$ cat src/rtl/decode_stage.sv
// rtl/decode_stage.sv - RV32I(+M) decode stage with main/skid registers, flush and illegal detection
module decode_stage #(
  parameter int XLEN     = 32,
  parameter int PC_WIDTH = 32,
  parameter int ENABLE_M = 1
) (
  input  logic                CLK,
  input  logic                RSTN,
  input  logic                FLUSH,
  input  logic                IN_VALID,
  output logic                IN_READY,
  input  logic [PC_WIDTH-1:0] IN_PC,
  input  logic [31:0]         IN_INSTR,
  output logic                OUT_VALID,
  input  logic                OUT_READY,
  output logic [PC_WIDTH-1:0] OUT_PC,
  output logic [5:0]          OUT_OP,
  output logic [4:0]          OUT_RD,
  output logic [4:0]          OUT_RS1,
  output logic [4:0]          OUT_RS2,
  output logic [XLEN-1:0]     OUT_IMM,
  output logic                OUT_ILLEGAL
);

  if (XLEN != 32) begin : g_bad_xlen
    $error("decode_stage supports only XLEN=32");
  end

  typedef enum logic [2:0] {FMT_R, FMT_I, FMT_S, FMT_B, FMT_U, FMT_J} fmt_t;

  typedef struct packed {
    logic [PC_WIDTH-1:0] pc;
    logic [5:0]          op;
    logic [4:0]          rd;
    logic [4:0]          rs1;
    logic [4:0]          rs2;
    logic [XLEN-1:0]     imm;
    logic                ill;
  } entry_t;

  logic [6:0] opc;
  logic [2:0] f3;
  logic [6:0] f7;
  logic [5:0] op;
  fmt_t       fmt;
  entry_t     dec;
  entry_t     m_q, s_q;
  logic       m_valid, s_valid;
  logic       accept;

  assign opc = IN_INSTR[6:0];
  assign f3  = IN_INSTR[14:12];
  assign f7  = IN_INSTR[31:25];

  // Matching the full 7-bit opcode also rejects any word whose low two bits are not 2'b11.
  always_comb begin
    op  = 6'd0;
    fmt = FMT_R;
    case (opc)
      7'b0110111: begin op = 6'd1; fmt = FMT_U; end
      7'b0010111: begin op = 6'd2; fmt = FMT_U; end
      7'b1101111: begin op = 6'd3; fmt = FMT_J; end
      7'b1100111: begin fmt = FMT_I; if (f3 == 3'd0) op = 6'd4; end
      7'b1100011: begin
        fmt = FMT_B;
        case (f3)
          3'd0: op = 6'd5;
          3'd1: op = 6'd6;
          3'd4: op = 6'd7;
          3'd5: op = 6'd8;
          3'd6: op = 6'd9;
          3'd7: op = 6'd10;
          default: op = 6'd0;
        endcase
      end
      7'b0000011: begin
        fmt = FMT_I;
        case (f3)
          3'd0: op = 6'd11;
          3'd1: op = 6'd12;
          3'd2: op = 6'd13;
          3'd4: op = 6'd14;
          3'd5: op = 6'd15;
          default: op = 6'd0;
        endcase
      end
      7'b0100011: begin
        fmt = FMT_S;
        case (f3)
          3'd0: op = 6'd16;
          3'd1: op = 6'd17;
          3'd2: op = 6'd18;
          default: op = 6'd0;
        endcase
      end
      7'b0010011: begin
        fmt = FMT_I;
        case (f3)
          3'd0: op = 6'd19;
          3'd2: op = 6'd20;
          3'd3: op = 6'd21;
          3'd4: op = 6'd22;
          3'd6: op = 6'd23;
          3'd7: op = 6'd24;
          3'd1: if (f7 == 7'b0000000) op = 6'd25;
          3'd5: begin
            if (f7 == 7'b0000000)      op = 6'd26;
            else if (f7 == 7'b0100000) op = 6'd27;
          end
          default: op = 6'd0;
        endcase
      end
      7'b0110011: begin
        fmt = FMT_R;
        if (f7 == 7'b0000000) begin
          case (f3)
            3'd0: op = 6'd28;
            3'd1: op = 6'd30;
            3'd2: op = 6'd31;
            3'd3: op = 6'd32;
            3'd4: op = 6'd33;
            3'd5: op = 6'd34;
            3'd6: op = 6'd36;
            3'd7: op = 6'd37;
            default: op = 6'd0;
          endcase
        end else if (f7 == 7'b0100000) begin
          if (f3 == 3'd0)      op = 6'd29;
          else if (f3 == 3'd5) op = 6'd35;
        end else if (f7 == 7'b0000001 && ENABLE_M != 0) begin
          op = 6'd38 + {3'b000, f3};
        end
      end
      default: op = 6'd0;
    endcase
  end

  always_comb begin
    dec     = '0;
    dec.pc  = IN_PC;
    dec.op  = op;
    dec.ill = (op == 6'd0);
    if (op != 6'd0) begin
      if (fmt != FMT_S && fmt != FMT_B)                   dec.rd  = IN_INSTR[11:7];
      if (fmt != FMT_U && fmt != FMT_J)                   dec.rs1 = IN_INSTR[19:15];
      if (fmt == FMT_R || fmt == FMT_S || fmt == FMT_B)   dec.rs2 = IN_INSTR[24:20];
      case (fmt)
        FMT_I: dec.imm = {{20{IN_INSTR[31]}}, IN_INSTR[31:20]};
        FMT_S: dec.imm = {{20{IN_INSTR[31]}}, IN_INSTR[31:25], IN_INSTR[11:7]};
        FMT_B: dec.imm = {{20{IN_INSTR[31]}}, IN_INSTR[7], IN_INSTR[30:25], IN_INSTR[11:8], 1'b0};
        FMT_U: dec.imm = {IN_INSTR[31:12], 12'b0};
        FMT_J: dec.imm = {{12{IN_INSTR[31]}}, IN_INSTR[19:12], IN_INSTR[20], IN_INSTR[30:21], 1'b0};
        default: dec.imm = '0;
      endcase
    end
  end

  assign IN_READY = RSTN & ~s_valid;
  assign accept   = IN_VALID & IN_READY;

  // S only ever fills while M is stalled, so M always holds the oldest entry.
  always_ff @(posedge CLK) begin
    if (!RSTN) begin
      m_valid <= 1'b0;
      s_valid <= 1'b0;
      m_q     <= '0;
      s_q     <= '0;
    end else if (FLUSH) begin
      m_valid <= 1'b0;
      s_valid <= 1'b0;
    end else if (!m_valid || OUT_READY) begin
      if (s_valid) begin
        m_q     <= s_q;
        m_valid <= 1'b1;
        s_valid <= 1'b0;
      end else if (accept) begin
        m_q     <= dec;
        m_valid <= 1'b1;
      end else begin
        m_valid <= 1'b0;
      end
    end else if (accept) begin
      s_q     <= dec;
      s_valid <= 1'b1;
    end
  end

  assign OUT_VALID   = m_valid;
  assign OUT_PC      = m_q.pc;
  assign OUT_OP      = m_q.op;
  assign OUT_RD      = m_q.rd;
  assign OUT_RS1     = m_q.rs1;
  assign OUT_RS2     = m_q.rs2;
  assign OUT_IMM     = m_q.imm;
  assign OUT_ILLEGAL = m_q.ill;

endmodule

$ cat config.mk
export PLATFORM = sky130hd
export DESIGN_NAME = decode_stage
export DESIGN_NICKNAME = d
export VERILOG_FILES = /design/src/rtl/decode_stage.sv
export SDC_FILE = /design/constraint.sdc
export NUM_CORES = 1
export LEC_CHECK = 0
export BUFFER_PORTS_ARGS = -buffer_cell sky130_fd_sc_hd__buf_2
export CORE_MARGIN = 3
export CORE_UTILIZATION = 43
export CTS_CLUSTER_DIAMETER = 100
export CTS_CLUSTER_SIZE = 8
export DETAILED_ROUTE_END_ITERATION = 10
export HOLD_SLACK_MARGIN = 0.02
export PLACE_DENSITY = 0.61
export SLEW_MARGIN = 5
export SYNTH_ARGS = -nofsm -noshare
export SYNTH_HDL_FRONTEND = slang
export SYNTH_SLANG_ARGS = --single-unit
$ cat constraint.sdc
create_clock -name CLK -period 3.6 [get_ports CLK]
set_clock_uncertainty 0.2 [all_clocks]
set_input_delay 0.36 -clock CLK [delete_from_list [all_inputs] [get_ports CLK]]
set_output_delay 0.36 -clock CLK [all_outputs]
set_load 0.01 [all_outputs]
==> run metrics <==
Max FO, Critical Path 20; Final Critical Period 2942 ps; antenna violations before repair 0; Worst setup SP type input port; IO Pins 157; Critical Path Most Common Cell o21ai_0; layout cells sized above 1 17.86%; Switching Fraction 27.53%; Worst path top cell family by delay simple AND/OR/NAND/NOR gates; EDFF count, synth 0; reg-to-reg endpoint s_q[73]$_SDFFE_PN0P_; P per Cell Area 396.3 nW/um2; Max Cap Violations 0; Reg power frac 45.6%; ys async rst share 0%; area of the die 22,580 um2; vias in the first global route 8,034; leading area contributor after synthesis dfxtp_1; first-pass GRT wire length 42,370 um; CP Launch Point IN_INSTR[12]; gr ovfl total 0; Final Setup Violations 0; # DRC 0; total track usage 23.32%; Area contributors post-synth dfxtp_1 39%, nand2_1 11%, a21boi_0 4.7%; total negative setup slack 0 ps; Hold Path Class in -> reg; outcome complete, no violations; Post-Syn Area 8949 um2; Psw 1193 uW; yosys warns 0; CP endpoint kind flop; Int Pwr 3140 uW; via count 8,593; post-CTS setup buffers 0; slew at the pin with the worst max-slew slack 791.8 ps; Post-Syn Instances 1,140; Final HPWL DP 17,350 um; Final Hold Viols 0; register bit total from synthesis 174; Initial Utilization 43.94%; Via density 5.515; clock share of power 44.1%; register-to-register setup slack 990 ps; CP cell instances buf_2 > inv_1 > ha_1 > buf_4 > nor3_1 > o21ai_0 > a41oi_1 > nor4_1 > nand4_1 > o21ai_1 > buf_12 > o21ai_0; Hold Crit Endpoint OUT_RS1[4]$_SDFFE_PN0P_; Unique masters post-synth 62; CTS tree done; number of buffers and inverters on the critical path 4; routed len/inst 17.15 um; Root Driver clkbuf_16; ys flop type dfxtp_1; part of the power in combinational logic 10.4%; Die Wd 150.3 um; Num CTS Buffers 17; Placer Congestion 0.9556; core area 20,360 um2; Fmax 339.9 MHz; Synth top area share 38.93%; DR pass1 iterations 7; critical path depth 12; PnR Total Power 4332 uW; n_diodes 0; Final #Nets 1,354; clock-pin slew on the worst setup and hold paths 60 ps; most common library cells after synthesis 260 x nand2_1, 174 x dfxtp_1, 90 x clkbuf_1; clock sink count 174; CTS H-Tree Depth 4; setup repair after global routing missed its margin false; port bufs 156; most frequent cell after synthesis nand2_1; min-delay src IN_INSTR[19]; WS Path Type in -> reg; worst reg2reg path depth 5; Max transition margin 46.73%; Leakage 0.004687 uW; die height 150.3 um; critical path's largest stage delay 670 ps; average cell area after synthesis 7.850 um2; 1st-iter DRT viols 613; detailed-route wire length 26,720 um; pin count of the biggest net entering global routing 195; Final ANT Viol Nets 0; Slowest cell on crit path nor4_1; fin. max-slew vios 0; Row Count 52; worst r2r src s_valid$_SDFFE_PP0P_; Clock Latency Late Sink 440 ps; Critical Path AT 3050 ps; Worst EP required 3710 ps; Final period util 81.73%; Net Count, Synth 1,219; post-synthesis sequential area ratio 38.93%; hold path cells 3; clock tree buffer depth 2; Layout area overhead 22.16%; Peak supply drop 0.0003218 V
==> power by group through the flow <==
stage                     Sequential [uW]  Clock (uW)  Combinational [uW]
after floorplan                      2030           0                 222
after global placement               2020           0                 413
after detailed placement             2020           0                 412
after CTS                            1970        1960                 445
after global routing                 1980        2030                 491
final                                1970        1910                 449
==> routing by layer <==
| layer | track usage (%) | wire [um] | vias to the layer above |
|---|---|---|---|
| met5 | 0 | 0 | - |
| met4 | 6.725 | 368 | 0 |
| met3 | 5.087 | 1700 | 27 |
| met2 | 36.96 | 12230 | 248 |
| met1 | 31.99 | 12430 | 4032 |
| li1 | - | - | 4286 |
==> final cells by class <==
| type | instances | area [um2] |
|---|---|---|
| fill | 1963 | 9433 |
| multi-input combinational | 846 | 4986 |
| sequential | 174 | 3487 |
| timing repair buffer | 224 | 1464 |
| clock buffer | 17 | 425.4 |
| tap | 270 | 337.8 |
| clock inverter | 15 | 186.4 |
| inverter | 12 | 45.04 |
==> worst reg2reg max path, stage by stage, from the launching register on <==
cell      delay (ps)
dfxtp_4          450
nor2b_1          440
and4b_2          690
buf_4            460
nand2_1          120
a21boi_0         160
==> registers in the layout, indices dropped and copies added (netlist names) <==
name / flops
OUT_ILLEGAL: 1
OUT_IMM: 32
OUT_OP: 6
OUT_PC: 32
OUT_RD: 5
OUT_RS1: 5
OUT_RS2: 5
OUT_VALID: 1
s_q: 86
s_valid: 1
==> placed cells by master, fill, tap and decap left out, types with 4 or more instances in the layout <==
cell           Yosys  routed
inv_6              0       5
o21a_1            14      14
nand4_1           15      15
nand2_1          260     260
a21oi_1           78      78
and2_1            14      14
buf_2              5     155
clkbuf_16          0      17
nand3_1           69      69
a21boi_1          13      13
nor3_1             9       8
o211a_1           38      38
ha_1              10      10
a2111o_1          16      16
nand2b_1           6       6
o21ai_0           68      67
buf_4              0      25
a21boi_0          56      56
nor2_1            44      44
buf_12             0       6
mux2i_1           34      34
o31ai_1           17      17
nor2b_1            8       8
dfxtp_1          174     173
nor4_1             4       4
inv_1             12      12
dlygate4sd3_1      0      38
a211o_1            8       8
o211ai_1           7       7
inv_8              0       5
==> stage by stage <==
stage	setup WS [ps]	area, um2	utilization [%]	hold WS (ps)	cells
after global placement	357.1	9940	48.81	241.0	1488
after global routing	313.3	10930	53.68	34.16	1558
final	657.5	10930	53.68	36.38	1558
after floorplan	264.1	8949	-	230.7	1140
after CTS	694.9	10930	53.68	20.41	1558
after detailed placement	265.6	9940	48.81	243.8	1488
==> kinds of logic (layout without fill, tap and decap cells) <==
logic type                 after synthesis  count (layout)  share of synthesized area [%]
and+or+nand+nor                        456             456                          23.18
muxes                                   34              34                          3.803
AOI/OAI and AO/OA                      346             346                          27.25
adders and majority gates               10              10                          1.398
buffers and inverters                  120             268                          5.439
DFF                                    174             174                          38.93
==> repair_timing <==
| action | CTS | global route |
|---|---|---|
| gates resized for setup | 0 | 0 |
| endpoints found under the hold margin | 39 | 0 |
| hold buffers | 38 | 0 |
==> worst max path at each step <==
stage | end
floorplan | s_q[10]$_SDFFE_PN0P_
finish | OUT_IMM[7]$_SDFFE_PN0P_
global route | OUT_RD[1]$_SDFFE_PN0P_
detailed placement | OUT_IMM[8]$_SDFFE_PN0P_
global placement | s_q[44]$_SDFFE_PN0P_
CTS | OUT_IMM[7]$_SDFFE_PN0P_
Note: power is estimated with default switching activity, not from simulation.
